[config.mk]
export PLATFORM = sky130hd
export DESIGN_NAME = fifo_n2w
export DESIGN_NICKNAME = d
export VERILOG_FILES = /design/src/rtl/fifo_n2w.sv
export SDC_FILE = /design/constraint.sdc
export NUM_CORES = 1
export LEC_CHECK = 0
export ABC_AREA = 1
export ABC_CLOCK_PERIOD_IN_PS = 4000
export CORE_ASPECT_RATIO = 0.8
export CORE_UTILIZATION = 60
export CTS_BUF_LIST = sky130_fd_sc_hd__clkbuf_8
export DETAILED_ROUTE_END_ITERATION = 10
export MAX_ROUTING_LAYER = met4
export PLACE_DENSITY = 0.84
export SYNTH_ARGS = -nofsm -noshare
export SYNTH_HDL_FRONTEND = slang
export SYNTH_SLANG_ARGS = --single-unit
[constraint.sdc]
create_clock -name clk -period 4 [get_ports clk]
set_input_delay 0.6 -clock clk [delete_from_list [all_inputs] [get_ports clk]]
set_output_delay 0.6 -clock clk [all_outputs]
set_load 0.05 [all_outputs]
[src/rtl/fifo_n2w.sv]
// Narrow-to-wide FIFO: one DATA_WIDTH word written per cycle, one 2*DATA_WIDTH word read per cycle.
// First-word-fall-through read port; the earlier narrow word lands in the low half of r_data.
module fifo_n2w #(
    parameter int ADDR_WIDTH = 3,
    parameter int DATA_WIDTH = 8
) (
    input  logic                    clk,
    input  logic                    reset,
    input  logic                    wr,
    input  logic                    rd,
    input  logic [DATA_WIDTH-1:0]   w_data,
    output logic [2*DATA_WIDTH-1:0] r_data,
    output logic                    full,
    output logic                    empty,
    output logic [ADDR_WIDTH:0]     count
);

    localparam int DEPTH = 2 ** ADDR_WIDTH;

    localparam logic [ADDR_WIDTH:0]   CNT_DEPTH = (ADDR_WIDTH + 1)'(DEPTH);
    localparam logic [ADDR_WIDTH:0]   CNT_ONE   = (ADDR_WIDTH + 1)'(1);
    localparam logic [ADDR_WIDTH:0]   CNT_TWO   = (ADDR_WIDTH + 1)'(2);
    localparam logic [ADDR_WIDTH-1:0] PTR_ONE   = ADDR_WIDTH'(1);
    localparam logic [ADDR_WIDTH-1:0] PTR_TWO   = ADDR_WIDTH'(2);

    logic [DATA_WIDTH-1:0] mem [DEPTH];
    logic [ADDR_WIDTH-1:0] w_ptr;
    logic [ADDR_WIDTH-1:0] r_ptr;
    logic                  wr_ok;
    logic                  rd_ok;

    // Flags follow the registered count, so they reflect the post-edge state.
    assign full  = (count == CNT_DEPTH);
    assign empty = (count < CNT_TWO);

    assign wr_ok = wr & ~full;
    assign rd_ok = rd & ~empty;

    // r_ptr only ever advances by two from zero, so OR-ing in bit 0 gives r_ptr+1 without a carry.
    assign r_data = {mem[r_ptr | PTR_ONE], mem[r_ptr]};

    // NOTE: storage has no reset; contents are don't-care until written, and a reset-free
    // array maps onto plain RAM instead of a bank of resettable flops.
    always_ff @(posedge clk) begin
        if (wr_ok) begin
            mem[w_ptr] <= w_data;
        end
    end

    // NOTE: all sequential state uses non-blocking assignments so every register samples
    // the same pre-edge values regardless of statement order.
    always_ff @(posedge clk or posedge reset) begin
        if (reset) begin
            w_ptr <= '0;
            r_ptr <= '0;
            count <= '0;
        end else begin
            if (wr_ok) begin
                w_ptr <= w_ptr + PTR_ONE;
            end
            if (rd_ok) begin
                r_ptr <= r_ptr + PTR_TWO;
            end
            unique case ({wr_ok, rd_ok})
                2'b10:   count <= count + CNT_ONE;
                2'b01:   count <= count - CNT_TWO;
                2'b11:   count <= count - CNT_ONE;
                default: count <= count;
            endcase
        end
    end

endmodule

==> results.json, run 1 <==
{
  "maxCapViolCount": 0,
  "crit_type": "register to output pin",
  "fin_area_um2": 3600,
  "place_area_um2": 3420,
  "numCtsBuffers": 9,
  "final_cell_mix": "64 x edfxtp_1, 45 x nor2_1, 33 x clkdlybuf4s50_1, 32 x o21ai_0, 20 x nand2_1",
  "syn-instance-count": 246,
  "top_layer": "met4",
  "synth_area_um2": 3050,
  "cts-root-buf": "clkbuf_8",
  "cts_tree": "built",
  "synth_warnings": 0,
  "drv_slew": 0,
  "clock_latency_ps": 330,
  "fin_crit_sh_pct": 79.4,
  "synth_cell_type_count": 27,
  "die_h_um": 65.8,
  "num_rows": 22,
  "numPortBuffers": 33,
  "cp_max_fo": 18,
  "first_pass_iters": 5,
  "outcome": "complete, no violations",
  "path_clk_slew_ps": 60,
  "hold_viol": 0,
  "cp.arrival_ps": 2580,
  "setup_tns_ps": 0,
  "synthesis.nets": 263,
  "yosysSeqAreaShare_pct": 70.4,
  "clock_sinks": 73,
  "track_usage_pct": 25.1,
  "hold_slack_ps": 524,
  "initial_utilization_pct": 64.5,
  "cts-resized-gates": 0,
  "area_growth_pct": 17.8,
  "ctsHoldBuffers": 0,
  "p_per_area_nw_per_um2": 879,
  "drive_above_1_share_pct": 9.79,
  "fin_worst_skew_ps": 4.17,
  "grt_pass1_wl_um": 8890,
  "grt_pass1_vias": 1790,
  "overflow": 0,
  "slew_headroom_pct": 35.3,
  "start_kind": "register",
  "place_congestion": 0.822,
  "met3_length_um": 400,
  "io_pins": 34,
  "synth-seq-cells": 73,
  "critPathRequiredTime_ps": 3400,
  "wl_met1_um": 2490,
  "drc": 0,
  "dp_hpwl_um": 3700,
  "ir_worst_vdd_v": 0.000587,
  "cts.path.max_buffers": 2,
  "power_leakage_nw": 1.30,
  "antenna_found_initial": 0,
  "h-tree-depth": 3,
  "wl_met2_um": 2700,
  "ant_nets": 0,
  "fmax_mhz": 315,
  "syn_area_per_cell_um2": 12.4,
  "rsz0062_at_grt": "no",
  "fin_nets": 299,
  "antenna_cells": 0,
  "dieArea_um2": 5380,
  "postCtsSetupBuffers": 0,
  "drtIter0Drc": 215,
  "endpoint_kind": "output pin",
  "fin_crit_ps": 3180,
  "core_um2": 4730,
  "fill_cells": 306,
  "routedWlPerCell_um": 16.4,
  "regArea_um2": 2150,
  "via_count": 1957,
  "multi_input_area_um2": 792,
  "viasPerCell": 5.66,
  "die_x_um": 81.7,
  "grt_max_degree": 35,
  "setup_viol": 0,
  "r2r_cells": 6,
  "routed_wl_um": 5690,
  "hold_class": "input pin to asynchronous set/reset pin",
  "final_common_cell": "edfxtp_1",
  "worst_slew_pin_slew_ps": 966
}
## worst paths after layout
check / from / endpoint / slack (ps)
worst max-delay path: r_ptr[2] / r_data[10] / 820
worst min-delay path: reset / w_ptr[0] / 520
worst max register to register: count[3] / mem[2][4] / 1780
worst min register to register: w_ptr[0] / w_ptr[0] / 570
max in group asynchronous: reset / r_ptr[2] / 3220
min in group clk: w_ptr[0] / w_ptr[0] / 570
## synth_stat cells, drive strengths merged
cell type	n	area [µm²]
edfxtp	64	1920
buf	4	26.3
clkinv	1	3.75
o22ai	16	100
dfrtp	9	225
a21oi	3	26.3
clkbuf	5	18.8
xnor2	2	17.5
nor2	47	191
or2	2	15.0
ha	4	50.1
nand3	10	50.1
nand2	25	116
o21ai	35	179
xor2	3	26.3
inv	15	63.8
fa	1	20.0
## worst max-delay path: stages (launching register included)
cell and delay, ps:
dfrtp_1 570, inv_1 470, o21ai_0 160, o22ai_1 170, clkdlybuf4s50_1 870
## stage by stage
step                instances  utilization [%]  power, mW  worst slack [ps]
global placement          331             72.2       2.63              1260
finish                    346             76.0       3.16               824
detailed placement        331             72.2       2.66              1200
floorplan                 246                -       2.21              1760
CTS                       346             76.0       3.17               843
global route              346             76.0       3.33               634
## logic make-up after synthesis
logic type      synth area share, %
compound gates                 10.0
xor+xnor                       1.44
buf+inv                        3.69
fa+ha+maj                      2.30
simple gates                   12.2
flops                          70.4
## flip-flops by register name, summed over array words and instances (netlist names)
| register | flops |
|---|---|
| mem | 64 |
| count | 4 |
| w_ptr | 3 |
| r_ptr | 2 |
## cell type report
type | count | share of cell area (%)
timing repair buffer | 34 | 9.39
clock inverter | 6 | 1.46
multi-input combinational | 148 | 22.0
sequential | 73 | 59.7
tap | 60 | 2.09
inverter | 16 | 1.88
clock buffer | 9 | 3.44
## layer usage
layer / global-route usage, % / vias up
li1: - / 943
met4: 6.58 / 0
met5: - / -
met3: 10.6 / 9
met2: 35.6 / 85
met1: 33.7 / 920
## power by group
| part | leakage (nW) | internal, mW | switching (mW) |
|---|---|---|---|
| combinational | 0.513 | 0.487 | 1.08 |
| sequential | 0.689 | 0.976 | 0.106 |
| clock | 0.101 | 0.276 | 0.233 |
No activity file was read; power rests on OpenSTA's default activity.
==> inputs of run 2 (changes only) <==
- ABC_CLOCK_PERIOD_IN_PS: 4000 -> 3300
- CORE_UTILIZATION: 60 -> 58
- PLACE_DENSITY: 0.84 -> 0.82
- clock period: 4 -> 3.3 ns (I/O delays scaled with it)
==> run 2 against run 1 <==
  * Largest cell class unchanged
  * Clock skew rose by 4.5 ps
  * Global-route usage fell by 1.2 points
  * Cell area rose by 2.7%
  * Utilization fell by 2.6 points
  * Die area rose by 3.4%
  * Sequential power rose by 19%
  * Highest routed layer unchanged
  * Cell count rose by 3.5%
  * Via count rose by 0.82%
  * Combinational power rose by 25%
  * Clock power rose by 39%
  * First-iteration DRC count fell by 45%
  * Largest power group unchanged
  * Non-clock buffer count rose by 9
==> results.json, run 2 (same netlist as run 1, synthesis figures left out) <==
{
  "maxCapViolCount": 0,
  "h-tree-depth": 3,
  "core_um2": 5040,
  "numCtsBuffers": 9,
  "hold_slack_ps": 426,
  "outcome": "complete, no violations",
  "routedWlPerCell_um": 16.9,
  "worst_slew_pin_slew_ps": 522,
  "drtIter0Drc": 119,
  "antenna_cells": 0,
  "cts.path.max_buffers": 2,
  "dp_hpwl_um": 3800,
  "fin_nets": 308,
  "grt_pass1_vias": 1833,
  "endpoint_kind": "output pin",
  "fin_worst_skew_ps": 8.67,
  "clock_latency_ps": 340,
  "place_congestion": 0.790,
  "first_pass_iters": 4,
  "power.total_mw": 3.97,
  "numPortBuffers": 33,
  "dieArea_um2": 5560,
  "start_kind": "register",
  "fill_cells": 334,
  "track_usage_pct": 24.0,
  "multi_input_area_um2": 792,
  "overflow": 0,
  "fin_area_um2": 3690,
  "cts-root-buf": "clkbuf_8",
  "area_growth_pct": 21.1,
  "cp_max_fo": 34,
  "hold_class": "input pin to asynchronous set/reset pin",
  "fin_crit_sh_pct": 86.2,
  "fmax_mhz": 351,
  "post-place-ws_ps": 852,
  "cp.arrival_ps": 2350,
  "clock_sinks": 73,
  "place_area_um2": 3490,
  "largest_reg_flops": 64,
  "routed_wl_um": 6050,
  "fin_crit_ps": 2850,
  "fin_cells": 358,
  "slew_headroom_pct": 65.1,
  "via_count": 1973,
  "reg2reg_from": "count[1]",
  "final_cell_mix": "64 x edfxtp_1, 45 x nor2_1, 33 x clkdlybuf4s50_1, 32 x o21ai_0, 20 x nand2_1",
  "crit_type": "register to output pin",
  "critPathRequiredTime_ps": 2800,
  "postCtsSetupBuffers": 0,
  "ir_worst_vdd_v": 0.000645,
  "cts-resized-gates": 0,
  "setup_tns_ps": 0,
  "die_x_um": 83.1,
  "hold_viol": 0,
  "utilization_pct": 73.4,
  "ctsHoldBuffers": 0,
  "final_common_cell": "edfxtp_1",
  "top_regs": "mem (64), count (4), w_ptr (3)",
  "path_clk_slew_ps": 70,
  "ant_nets": 0,
  "setup_viol": 0,
  "antenna_found_initial": 0,
  "viasPerCell": 5.51,
  "drc": 0,
  "num_rows": 23,
  "worstSetupStartpoint": "r_ptr[1]",
  "die_h_um": 66.9,
  "regArea_um2": 2150,
  "r2r_cells": 10,
  "regMostFlops": "mem",
  "p_per_area_nw_per_um2": 1070,
  "drv_slew": 0,
  "drive_above_1_share_pct": 12.5,
  "io_pins": 34,
  "initial_utilization_pct": 60.6,
  "setup_slack_ps": 455,
  "power_leakage_nw": 1.37,
  "cts_tree": "built",
  "grt_pass1_wl_um": 9250,
  "dp_cells": 342,
  "rsz0062_at_grt": "no",
  "grt_max_degree": 35
}
## run 2: power breakdown
| part | internal [mW] | switching [mW] | leakage, nW |
|---|---|---|---|
| clock network | 0.415 | 0.293 | 0.117 |
| registers | 1.18 | 0.107 | 0.689 |
| logic | 0.627 | 1.34 | 0.561 |
| total | 2.22 | 1.74 | 1.37 |
## run 2: path summary, 6_finish.rpt
path | endpoint | slack, ps
setup / recovery | r_data[8] | 450
hold / removal | count[3] | 430
setup reg to reg | count[3] | 1240
hold reg to reg | w_ptr[0] | 580
max in group asynchronous | w_ptr[0] | 2590
min in group clk | w_ptr[0] | 580
## run 2: critical path: stages (launching register included)
cell and delay [ps]:
dfrtp_1 380, inv_2 400, o21ai_0 190, o22ai_1 200, clkdlybuf4s50_1 840
## run 2: cell type report
| cell class | count | area share (%) |
|---|---|---|
| Sequential cell | 73 | 58.1 |
| Timing Repair Buffer | 43 | 11.0 |
| Clock buffer | 9 | 3.35 |
| Tap cell | 62 | 2.10 |
| Clock inverter | 7 | 2.20 |
| Inverter | 16 | 1.83 |
| Multi-Input combinational cell | 148 | 21.4 |
## run 2: metal layers
layer	part of all wire (%)	global-route usage (%)
met1	43	30.3
met2	48	36.8
met3	7.4	6.94
met4	2.0	10.1
met5	0	-
